--- src/rtl/w_ptr_ctrl_ext.sv ---
// Write-domain controller for the asynchronous FIFO.
// Owns the binary/Gray write pointers, a parametrised read-pointer
// synchroniser, registered full / almost-full / fill-level flags and a
// sticky overflow flag. All state lives in the w_clk domain.
module w_ptr_ctrl_ext #(
    parameter int ADDRESS_SIZE = 4,
    parameter int SYNC_STAGES  = 2,
    parameter int AFULL_LEVEL  = 14
) (
    input  logic                    w_clk,
    input  logic                    wrst_n,
    input  logic                    w_en,
    input  logic                    w_ovf_clr,
    input  logic [ADDRESS_SIZE:0]   r_ptr,
    output logic [ADDRESS_SIZE:0]   w_ptr,
    output logic [ADDRESS_SIZE-1:0] w_addr,
    output logic                    w_inc,
    output logic                    w_full,
    output logic                    w_almost_full,
    output logic [ADDRESS_SIZE:0]   w_count,
    output logic                    w_overflow
);

    localparam int AS = ADDRESS_SIZE;
    localparam int PW = ADDRESS_SIZE + 1;
    // Threshold fits in PW bits because AFULL_LEVEL never exceeds the depth.
    localparam logic [PW-1:0] AFULL_THR = PW'(AFULL_LEVEL);

    // Gray to binary: XOR prefix running from the MSB downwards.
    function automatic logic [PW-1:0] gray_to_bin(input logic [PW-1:0] g);
        logic [PW-1:0] b;
        b = '0;
        b[PW-1] = g[PW-1];
        for (int i = PW - 2; i >= 0; i--) begin
            b[i] = b[i+1] ^ g[i];
        end
        return b;
    endfunction

    // Binary to Gray: adjacent codes differ in exactly one bit.
    function automatic logic [PW-1:0] bin_to_gray(input logic [PW-1:0] b);
        return b ^ (b >> 1);
    endfunction

    // State registers
    logic [PW-1:0] r_bin;
    logic [PW-1:0] r_gray;
    logic [PW-1:0] r_sync [SYNC_STAGES];
    logic          r_full;
    logic          r_afull;
    logic [PW-1:0] r_count;
    logic          r_ovf;

    // Next-state wires
    logic          w_accept;
    logic [PW-1:0] w_bnext;
    logic [PW-1:0] w_gnext;
    logic [PW-1:0] w_rq_gray;
    logic [PW-1:0] w_rq_bin;
    logic [PW-1:0] w_full_match;
    logic          w_next_full;
    logic [PW-1:0] w_next_count;
    logic          w_next_afull;
    logic          w_next_ovf;

    // Pointer advance, fill level and flag evaluation for the coming edge.
    always_comb begin
        w_accept     = w_en & ~r_full;
        w_bnext      = r_bin + PW'(w_accept);
        w_gnext      = bin_to_gray(w_bnext);
        w_rq_gray    = r_sync[SYNC_STAGES-1];
        w_rq_bin     = gray_to_bin(w_rq_gray);
        // Full when the next write pointer is one lap ahead of the read
        // pointer: the two Gray MSBs differ, the remaining bits match.
        w_full_match = {~w_rq_gray[AS:AS-1], w_rq_gray[AS-2:0]};
        w_next_full  = (w_gnext == w_full_match);
        // Read pointer never overtakes the write pointer, so the modular
        // difference is the true fill level (at most the depth).
        w_next_count = w_bnext - w_rq_bin;
        w_next_afull = (w_next_count >= AFULL_THR);
    end

    // Sticky overflow: a rejected write sets it and beats a coincident clear.
    always_comb begin
        w_next_ovf = r_ovf;
        if (w_en && r_full) begin
            w_next_ovf = 1'b1;
        end else if (w_ovf_clr) begin
            w_next_ovf = 1'b0;
        end else begin
            w_next_ovf = r_ovf;
        end
    end

    // Write pointers, flags and fill level, cleared to empty on reset.
    always_ff @(posedge w_clk or negedge wrst_n) begin
        if (!wrst_n) begin
            r_bin   <= '0;
            r_gray  <= '0;
            r_full  <= 1'b0;
            r_afull <= 1'b0;
            r_count <= '0;
            r_ovf   <= 1'b0;
        end else begin
            r_bin   <= w_bnext;
            r_gray  <= w_gnext;
            r_full  <= w_next_full;
            r_afull <= w_next_afull;
            r_count <= w_next_count;
            r_ovf   <= w_next_ovf;
        end
    end

    // Read-pointer synchroniser chain into the write clock domain.
    always_ff @(posedge w_clk or negedge wrst_n) begin
        if (!wrst_n) begin
            for (int i = 0; i < SYNC_STAGES; i++) begin
                r_sync[i] <= '0;
            end
        end else begin
            r_sync[0] <= r_ptr;
            for (int i = 1; i < SYNC_STAGES; i++) begin
                r_sync[i] <= r_sync[i-1];
            end
        end
    end

    assign w_ptr         = r_gray;
    assign w_addr        = r_bin[AS-1:0];
    assign w_inc         = w_accept;
    assign w_full        = r_full;
    assign w_almost_full = r_afull;
    assign w_count       = r_count;
    assign w_overflow    = r_ovf;

endmodule

--- config.mk ---
export PLATFORM = sky130hd
export DESIGN_NAME = w_ptr_ctrl_ext
export DESIGN_NICKNAME = d
export VERILOG_FILES = /design/src/rtl/w_ptr_ctrl_ext.sv
export SDC_FILE = /design/constraint.sdc
export NUM_CORES = 1
export LEC_CHECK = 0
export ABC_CLOCK_PERIOD_IN_PS = 4800
export CELL_PAD_IN_SITES_DETAIL_PLACEMENT = 1
export CELL_PAD_IN_SITES_GLOBAL_PLACEMENT = 1
export CORE_UTILIZATION = 30
export CTS_CLUSTER_DIAMETER = 120
export DETAILED_ROUTE_END_ITERATION = 10
export PLACE_DENSITY_LB_ADDON = 0.12
export SLEW_MARGIN = 30
export SYNTH_ARGS = -nofsm -noshare
export SYNTH_HDL_FRONTEND = slang
export SYNTH_SLANG_ARGS = --single-unit
--- constraint.sdc ---
create_clock -name w_clk -period 4.8 [get_ports w_clk]
set_clock_uncertainty 0.15 [all_clocks]
set_input_delay 0.96 -clock w_clk [delete_from_list [all_inputs] [get_ports w_clk]]
set_output_delay 0.96 -clock w_clk [all_outputs]
set_load 0.02 [all_outputs]
* Word level (Yosys, flattened, before mapping)
Cells that the tools add are included.
Word-level totals: flip-flop bits (word level) 28, input port bits 9, output and inout bits 18
Cells by class: add/subtract/negate cells 2, magnitude comparators 1, equality and inequality tests 1, mux-type cells 2, bitwise logic cells 8, reductions and logical operators 2
Operators with widths (count):
- $add 5x1->5 | 1
- $eq 5x5->1 | 1
- $ge 5x4->1 const B | 1
- $sub 5x5->5 | 1
- $xor 5x4->5 | 1
- $xor 1x1->1 | 4
- $mux 1 | 2
- $not 2->2 | 1
- $reduce_bool 2->1 | 1
- $and 1x1->1 | 1
- $logic_and 1x1->1 | 1
- $not 1->1 | 1

* Depth between registers and ports, before layout
Gate-level depths: netlist (run 1).
depth after elaboration 6, gate-level depth with buffers 10

* Worst setup path before layout (run 1)
Ideal clock, no wire load.
path type input to register, start input port w_en, end register r_afull, in the netlist w_almost_full, data arrival time 3.056 ns, path slack 1.478 ns, cell stages on the path 9, path buffers 0, cell sequence nor2b_1 ha_1 xnor2_1 inv_1 ha_1 nor2b_1 o21ai_0 a21boi_0 o311ai_0
Between the ends: longest elaborated chain between the ends 4
RTL lines:
- from (decl) | line 12 | input logic w_en,
- $and 1x1->1 | line 68 | w_accept = w_en & ~r_full;
- $add 5x1->5 | line 69 | w_bnext = r_bin + PW'(w_accept);
- via w_bnext[1] | line 56 | logic [PW-1:0] w_bnext;
- $sub 5x5->5 | line 79 | w_next_count = w_bnext - w_rq_bin;
- $ge 5x4->1 | line 80 | w_next_afull = (w_next_count >= AFULL_THR);
- via w_next_afull | line 63 | logic w_next_afull;
- to (signal assigned) | line 108 | r_afull <= w_next_afull;
- to (decl) | line 50 | logic r_afull;
The timed path passes the listed nets, and every way through them passes these cells. A chain may end at the register's enable or synchronous reset.

* Final worst setup path (run 1)
Ends and elaborated chain as after synthesis.

==> results of run 1 <==
state kept, by name, summed over array words and instances, names as in the netlist:
register       count
r_bin              5
r_sync             5
w_count            5
w_rq_gray          5
w_ptr              4
w_almost_full      1
w_full             1
w_overflow         1
metal layers:
layer | routed length, microns | vias to the layer above
met3 | 136 | 3
met2 | 1010 | 22
li1 | - | 358
met5 | 0 | -
met4 | 43 | 0
met1 | 937 | 358
power by group through the flow:
stage                     sequential, mW  clock, mW  combinational (mW)
after floorplan                    0.446          0               0.401
after global placement             0.373          0               0.715
after detailed placement           0.375          0               0.720
after CTS                          0.370      0.135               0.729
after global routing               0.382      0.143               0.795
final                              0.368      0.128               0.710
worst max path at each step:
stage               startpoint                       to  slack, ns
floorplan                 w_en  w_almost_full$_DFF_PN0_       1.48
global placement          w_en  w_almost_full$_DFF_PN0_       1.11
detailed placement        w_en  w_almost_full$_DFF_PN0_       0.92
CTS                       w_en  w_almost_full$_DFF_PN0_       1.17
global route              w_en  w_almost_full$_DFF_PN0_       0.93
finish                    w_en  w_almost_full$_DFF_PN0_       1.23
cells in the final DEF, fill, tap and decap left out, types with 2 or more instances in the layout:
master,count
sky130_fd_sc_hd__a21boi_0,2
sky130_fd_sc_hd__clkdlybuf4s50_1,26
sky130_fd_sc_hd__o21ai_0,3
sky130_fd_sc_hd__nand2b_1,2
sky130_fd_sc_hd__nor2b_1,3
sky130_fd_sc_hd__nand2_1,4
sky130_fd_sc_hd__dfrtp_1,27
sky130_fd_sc_hd__inv_1,8
sky130_fd_sc_hd__clkbuf_8,3
sky130_fd_sc_hd__ha_1,6
sky130_fd_sc_hd__xor2_1,4
sky130_fd_sc_hd__xnor2_1,13
logic make-up (layout without fill, tap and decap cells):
logic type                 count (synthesis)  count (layout)
and+or+nand+nor                           17              17
AOI/OAI and AO/OA                         10              10
buffers and inverters                     10              39
adders and majority gates                  7               7
xor gates and xnor gates                  21              21
DFF                                       27              27
worst max-delay path: cells and delay by family:
family / cells / cell delay (ns)
xor+xnor: 1 / 0.26
simple gates: 2 / 0.35
buf+inv: 2 / 0.63
fa+ha+maj: 2 / 0.65
compound gates: 3 / 0.71
area by class of cell:
type | count | area share (%)
Sequential cell | 27 | 42.7
Tap cell | 48 | 3.80
Clock buffer | 4 | 2.85
Timing Repair Buffer | 27 | 16.9
Multi-Input combinational cell | 55 | 31.8
Inverter | 8 | 1.90
==> impl_summary.txt, run 1 <==
----------------------------------------------------
[Status]
  Run status ... completed

[Place]
  Dpl hpwl ... roughly 1.6 mm
  Post-placement worst setup slack ... 0.919 ns
  GPL Wtd Cong ... 0.665
  Quantity of I/O buffers inserted on ports ... 26
  Number of instances in the placed design ... 165
  Placed cell area ... 0.00154 sq mm

[Die]
  Initial standard-cell utilization of the core ... 32.3%
  Full die area ... approximately 0.0043 sq mm
  Number of top-level design ports ... 27
  Site Rows ... 22
  Horizontal die dimension ... 65.7 microns
  Floorplan Core Area ... 0.00377 sq mm
  Die span in y ... 65.7 microns

[Setup path]
  Critical-path maximum fanout ... 6
  Nature of the critical path startpoint ... input port
  WP data arrival ... 3.58 ns
  Slowest cell on the critical path ... sky130_fd_sc_hd__clkdlybuf4s50_1
  Cells along the critical path ... clkdlybuf4s50_1 -> nor2b_1 -> ha_1 -> xnor2_1 -> inv_1 -> ha_1 -> nor2b_1 -> o21ai_0 -> a21boi_0 -> o311ai_0
  Max stage delay on crit path ... 0.48 ns
  Required time of the critical path ... around 4.8 ns
  Slack of the worst reg-to-reg path ... 1.91 ns
  Reg-to-reg critical path endpoint ... w_almost_full$_DFF_PN0_
  R2r startpoint ... w_rq_gray[4]$_DFF_PN0_
  Kind of critical path ... input port to flip-flop
  Capturing element type of the critical path ... flip-flop
  Worst reg-to-reg path cell count ... 10

[GRT]
  Initial antenna violation count ... 0
  Global routing usage on met1 ... between 10% and 20%
  Maximum number of pins on one net before global-route repair ... 28
  First-pass GRT wire length ... 3.85 mm
  Global Route met2 Usage ... 20.4%
  Layer with the highest usage ... met2
  GRT Overall Usage ... 12.2%
  Met3 usage ... about 2.8%
  Vias in the first global route ... 803
  Final global-route overflow total ... 0

[STA]
  Remaining max-slew budget at the tightest pin ... 72.5%
  Final setup violation count ... 0
  Final setup margin ... approximately 1.2 ns
  Period utilisation layout ... between 70% and 80%
  Transition at the pin with the smallest max-transition slack ... 0.409 ns
  Final-report hold violation count ... 0
  Final Max Tran Viols ... 0
  Aggregate negative setup slack ... 0 ns
  Worst slack on hold paths ... 0.204 ns
  Final critical delay including setup and external delays ... approximately 3.6 ns
  Max Clock Freq ... approximately 280 MHz
  Unrepaired setup endpoints after global routing ... false

[Run]
  Max cap viols ... 0

[Final layout]
  Footprint of the flip-flops and latches ... 676 sq um
  Core occupancy in the finished layout ... 41.9%
  Diode count ... 0
  Total Nets Final ... 138
  Area growth syn-to-layout ... 29.8%
  Area used by multi-input combinational logic ... 503 sq um
  Final-layout fill cell count ... around 400
  Ratio of cells with drive above 1 in the final layout ... 7.44%
  Total non-filler cell area in the finished layout ... 0.00158 sq mm
  Count of placed standard cells in the final layout, fillers left out ... 169

[Synthesis]
  Post-Synth XOR/XNOR Area ... 18.7%
  Share of the synthesized area in compound gates (AO/OA/AOI/OAI) ... 5.95%
  Cell count after synthesis ... 92
  FF+latch count, synth ... 27
  Async set-or-reset flop fraction in the synthesized netlist ... between 90% and 100%
  Number of enable flip-flop cells after synthesis ... 0
  Synthesis Warnings ... 0
  Top cells by area, synth ... sky130_fd_sc_hd__dfrtp_1, sky130_fd_sc_hd__xnor2_1, sky130_fd_sc_hd__ha_1
  Area share of the largest cell type after synthesis ... a little under three fifths
  Primary FF master, synth ... sky130_fd_sc_hd__dfrtp_1
  Top-count cell post-synth ... sky130_fd_sc_hd__dfrtp_1
  Combined area of all synthesized cells ... 0.00122 sq mm
  Adder-cell share of the synthesized area ... 7.80%
  Simple-Gate Fraction of Synth Area ... 8.83%
  Sequential element share of the synthesized area ... 55.4%
  Combinational family with the most area after synthesis ... XOR/XNOR gates
  Syn nets ... 108
  Most instantiated cells after synthesis ... sky130_fd_sc_hd__dfrtp_1, sky130_fd_sc_hd__xnor2_1, sky130_fd_sc_hd__inv_1, sky130_fd_sc_hd__ha_1
  Mux share of post-synthesis cell area ... 0%
  Syn Area/Cell ... about 13 sq um
  Cell taking the most area after synthesis ... sky130_fd_sc_hd__dfrtp_1
  Post-synth cell types ... 30

[Clock network]
  Worst-skew pair later-pin latency ... 0.27 ns
  TritonCTS clock tree ... done
  Post CTS Setup Buffer Count ... 0
  CTS clock-pin slew for the worst setup and hold paths ... about 0.09 ns
  Total CTS buffers ... 3
  Clock tree root driver cell ... sky130_fd_sc_hd__clkbuf_8
  Number of H-tree branching levels ... 1
  Max Buffers Root-to-Sink ... 2
  CTS sink cnt ... 27
  Hold_buf cts ... 0
  Resized cells post-CTS ... 0

[Pwr]
  Comb pwr share ... 58.8%
  Share of power burned in the clock network ... roughly a tenth
  Reported leakage power ... just under 0.7 nW
  Switching power summed over all nets ... 0.481 mW
  IR Drop Worst-Case VDD ... 0.265 mV
  Power density normalized to cell area ... approximately 760 mW/mm^2
  Internal power consumption ... a little over 0.7 mW
  Portion of total power attributed to sequential cells ... 30.5%
  Power after layout ... 1.21 mW
  Net switching fraction of the power ... 39.9%

[Drt]
  Count of nets left with antenna violations after detail routing ... 0
  Length of the first detailed-routing pass in iterations ... 4
  Via Count ... 741
  Wire length reported by the detailed router ... 2.13 mm
  Detail-routed via count per cell ... about 4.4
  DRC Markers ... 0
  Count of routing violations after the opening detailed-route iteration ... 5
  Post-DR wirelength/cell ... 12.6 microns

[Min path]
  Worst min path class ... flip-flop to flip-flop
  Worst Hold Endpoint ... w_rq_gray[1]$_DFF_PN0_
  Hold path startpoint ... r_sync[6]$_DFF_PN0_
  Cells on Worst Hold Path ... 0

----------------------------------------------------
(Power assumes the default switching activity.)
==> inputs of run 2 (changes only) <==
Settings changed: ABC_CLOCK_PERIOD_IN_PS 4800 to 3050.
Clock period 4.8 ns to 3.05 ns, I/O delays scaled along.
==> run 2 against run 1 <==
  * Combinational power grew 86%
  * Critical path depth is the same
  * Worst hold slack better by 0.0039 ns
  * Routed wire length increased by 7.8%
  * Clock power up 58%
  * Total power increased by 75%
  * Sequential power rose by 59%
  * Setup slack got worse by 1.0 ns
==> impl_summary.txt, run 2 (synthesis gave the netlist of run 1 again) <==
----------------------------------------------------
[Clock network]
  Number of H-tree branching levels ... 1
  Total CTS buffers ... 3
  Clock tree root driver cell ... sky130_fd_sc_hd__clkbuf_8
  TritonCTS clock tree ... done
  CTS sink cnt ... 27
  Worst-skew pair later-pin latency ... 0.27 ns
  Post CTS Setup Buffer Count ... 0
  Resized cells post-CTS ... 0
  CTS clock-pin slew for the worst setup and hold paths ... 0.09 ns
  Hold_buf cts ... 0
  Max Buffers Root-to-Sink ... 2

[STA]
  Final-report hold violation count ... 0
  Final Max Tran Viols ... 0
  Aggregate negative setup slack ... 0 ns
  Worst slack on hold paths ... 0.208 ns
  Unrepaired setup endpoints after global routing ... false
  Max Clock Freq ... 351 MHz
  Final setup margin ... 0.198 ns
  Final critical delay including setup and external delays ... roughly 2.9 ns
  Remaining max-slew budget at the tightest pin ... 76.9%
  Transition at the pin with the smallest max-transition slack ... 0.347 ns
  Period utilisation layout ... 93.5%
  Final setup violation count ... 0

[GRT]
  Initial antenna violation count ... 0
  Final global-route overflow total ... 0
  Vias in the first global route ... about 840
  First-pass GRT wire length ... 4.04 mm
  Maximum number of pins on one net before global-route repair ... 28
  GRT Overall Usage ... around an eighth

[Pwr]
  Power after layout ... 2.11 mW
  Reported leakage power ... approximately 0.75 nW
  Comb pwr share ... 62.7%
  Share of power burned in the clock network ... 9.6%
  Power density normalized to cell area ... ~1300 mW/mm^2
  Internal power consumption ... 1.30 mW
  IR Drop Worst-Case VDD ... 0.502 mV
  Portion of total power attributed to sequential cells ... 27.7%
  Switching power summed over all nets ... 0.811 mW
  Net switching fraction of the power ... 38.5%

[Setup path]
  Nature of the critical path startpoint ... input port
  Critical-path maximum fanout ... 3
  Cells along the critical path ... clkdlybuf4s50_1 -> nor2b_2 -> ha_1 -> xnor2_1 -> buf_4 -> fa_1 -> nand2b_1 -> a21boi_1 -> or3_1 -> o311ai_1
  Kind of critical path ... input port to flip-flop
  Max stage delay on crit path ... 0.48 ns
  Required time of the critical path ... 3.04 ns
  WP data arrival ... around 2.8 ns
  Slowest cell on the critical path ... sky130_fd_sc_hd__clkdlybuf4s50_1
  Capturing element type of the critical path ... flip-flop

[Final layout]
  Total non-filler cell area in the finished layout ... 0.00168 sq mm
  Ratio of cells with drive above 1 in the final layout ... 18.2%
  Total Nets Final ... ~150
  Commonest non-fill, non-tap cell in the layout ... sky130_fd_sc_hd__dfrtp_1
  Area growth syn-to-layout ... 37.9%
  Diode count ... 0
  Leading cell types in the layout, fill and taps excluded ... sky130_fd_sc_hd__dfrtp_1, sky130_fd_sc_hd__clkdlybuf4s50_1, sky130_fd_sc_hd__xnor2_1, sky130_fd_sc_hd__buf_4, sky130_fd_sc_hd__inv_1
  Final-layout fill cell count ... between 400 and 500

[Status]
  Run status ... completed

[Place]
  Quantity of I/O buffers inserted on ports ... 26
  Dpl hpwl ... 1.74 mm
  Placed cell area ... around 0.0016 sq mm
  GPL Wtd Cong ... 0.702
  Post-placement worst setup slack ... -0.224 ns

[Drt]
  DRC Markers ... 0
  Count of nets left with antenna violations after detail routing ... 0
  Wire length reported by the detailed router ... 2.29 mm
  Count of routing violations after the opening detailed-route iteration ... 11
  Post-DR wirelength/cell ... 12.7 microns
  Detail-routed via count per cell ... 4.47
  Length of the first detailed-routing pass in iterations ... 2
  Via Count ... 804

[Die]
  Horizontal die dimension ... 65.7 microns
  Number of top-level design ports ... 27
  Site Rows ... 22
  Floorplan Core Area ... 0.00377 sq mm
  Initial standard-cell utilization of the core ... between 30% and 40%
  Die span in y ... 65.7 microns
  Full die area ... 0.00432 sq mm

[Run]
  Max cap viols ... 0

[Min path]
  Worst min path class ... flip-flop to flip-flop

----------------------------------------------------
run 2: worst max-delay path: cells and delay by family:
kind | cells | cell delay (ns)
xor+xnor | 1 | 0.11
fa+ha+maj | 2 | 0.70
compound gates | 2 | 0.27
buf+inv | 2 | 0.64
simple gates | 3 | 0.51
run 2: metal layers:
metal  GRT usage (%)  wire [microns]  up-vias
li1                -               -      375
met1            16.8            1050      400
met2            19.8            1080       23
met3            2.78             120        6
met4            5.16              46        0
met5               0               0        -
run 2: power groups by stage:
| stage | Sequential, mW | Combinational, mW | Clock, mW |
|---|---|---|---|
| 2_1_floorplan | 0.703 | 0.631 | 0 |
| 3_3_place_gp | 0.589 | 1.27 | 0 |
| 3_5_place_dp | 0.593 | 1.29 | 0 |
| 4_1_cts | 0.588 | 1.30 | 0.210 |
| 5_1_grt | 0.606 | 1.46 | 0.227 |
| 6_report | 0.584 | 1.32 | 0.202 |
run 2: layout make-up:
| class | instances | area, sq um | area share (%) |
|---|---|---|---|
| flip-flops and latches | 27 | 676 | 40.2 |
| repair buffers | 38 | 350 | 20.8 |
| multi-input cells | 55 | 518 | 30.8 |
| clock buffers | 3 | 41.3 | 2.46 |
| clock inverters | 1 | 5.00 | 0.298 |
| inverters | 8 | 30.0 | 1.79 |
| well taps | 48 | 60.1 | 3.57 |
run 2: stage by stage:
step	util (%)	instances
after CTS	44.2	180
final	44.6	180
after floorplan	-	92
after global placement	42.9	176
after detailed placement	42.9	176
after global routing	44.6	180
run 2: worst paths after layout:
check	startpoint	to	slack (ns)	cells after the start
worst max-delay path	w_en	w_almost_full$_DFF_PN0_	0.20	10
worst min-delay path	r_sync[9]$_DFF_PN0_	w_rq_gray[4]$_DFF_PN0_	0.21	0
worst max register to register	w_rq_gray[4]$_DFF_PN0_	w_almost_full$_DFF_PN0_	0.25	10
worst min register to register	r_sync[9]$_DFF_PN0_	w_rq_gray[4]$_DFF_PN0_	0.21	0
max in group asynchronous	wrst_n	r_bin[3]$_DFF_PN0_	1.93	2
min in group asynchronous	wrst_n	w_ptr[0]$_DFF_PN0_	0.56	2
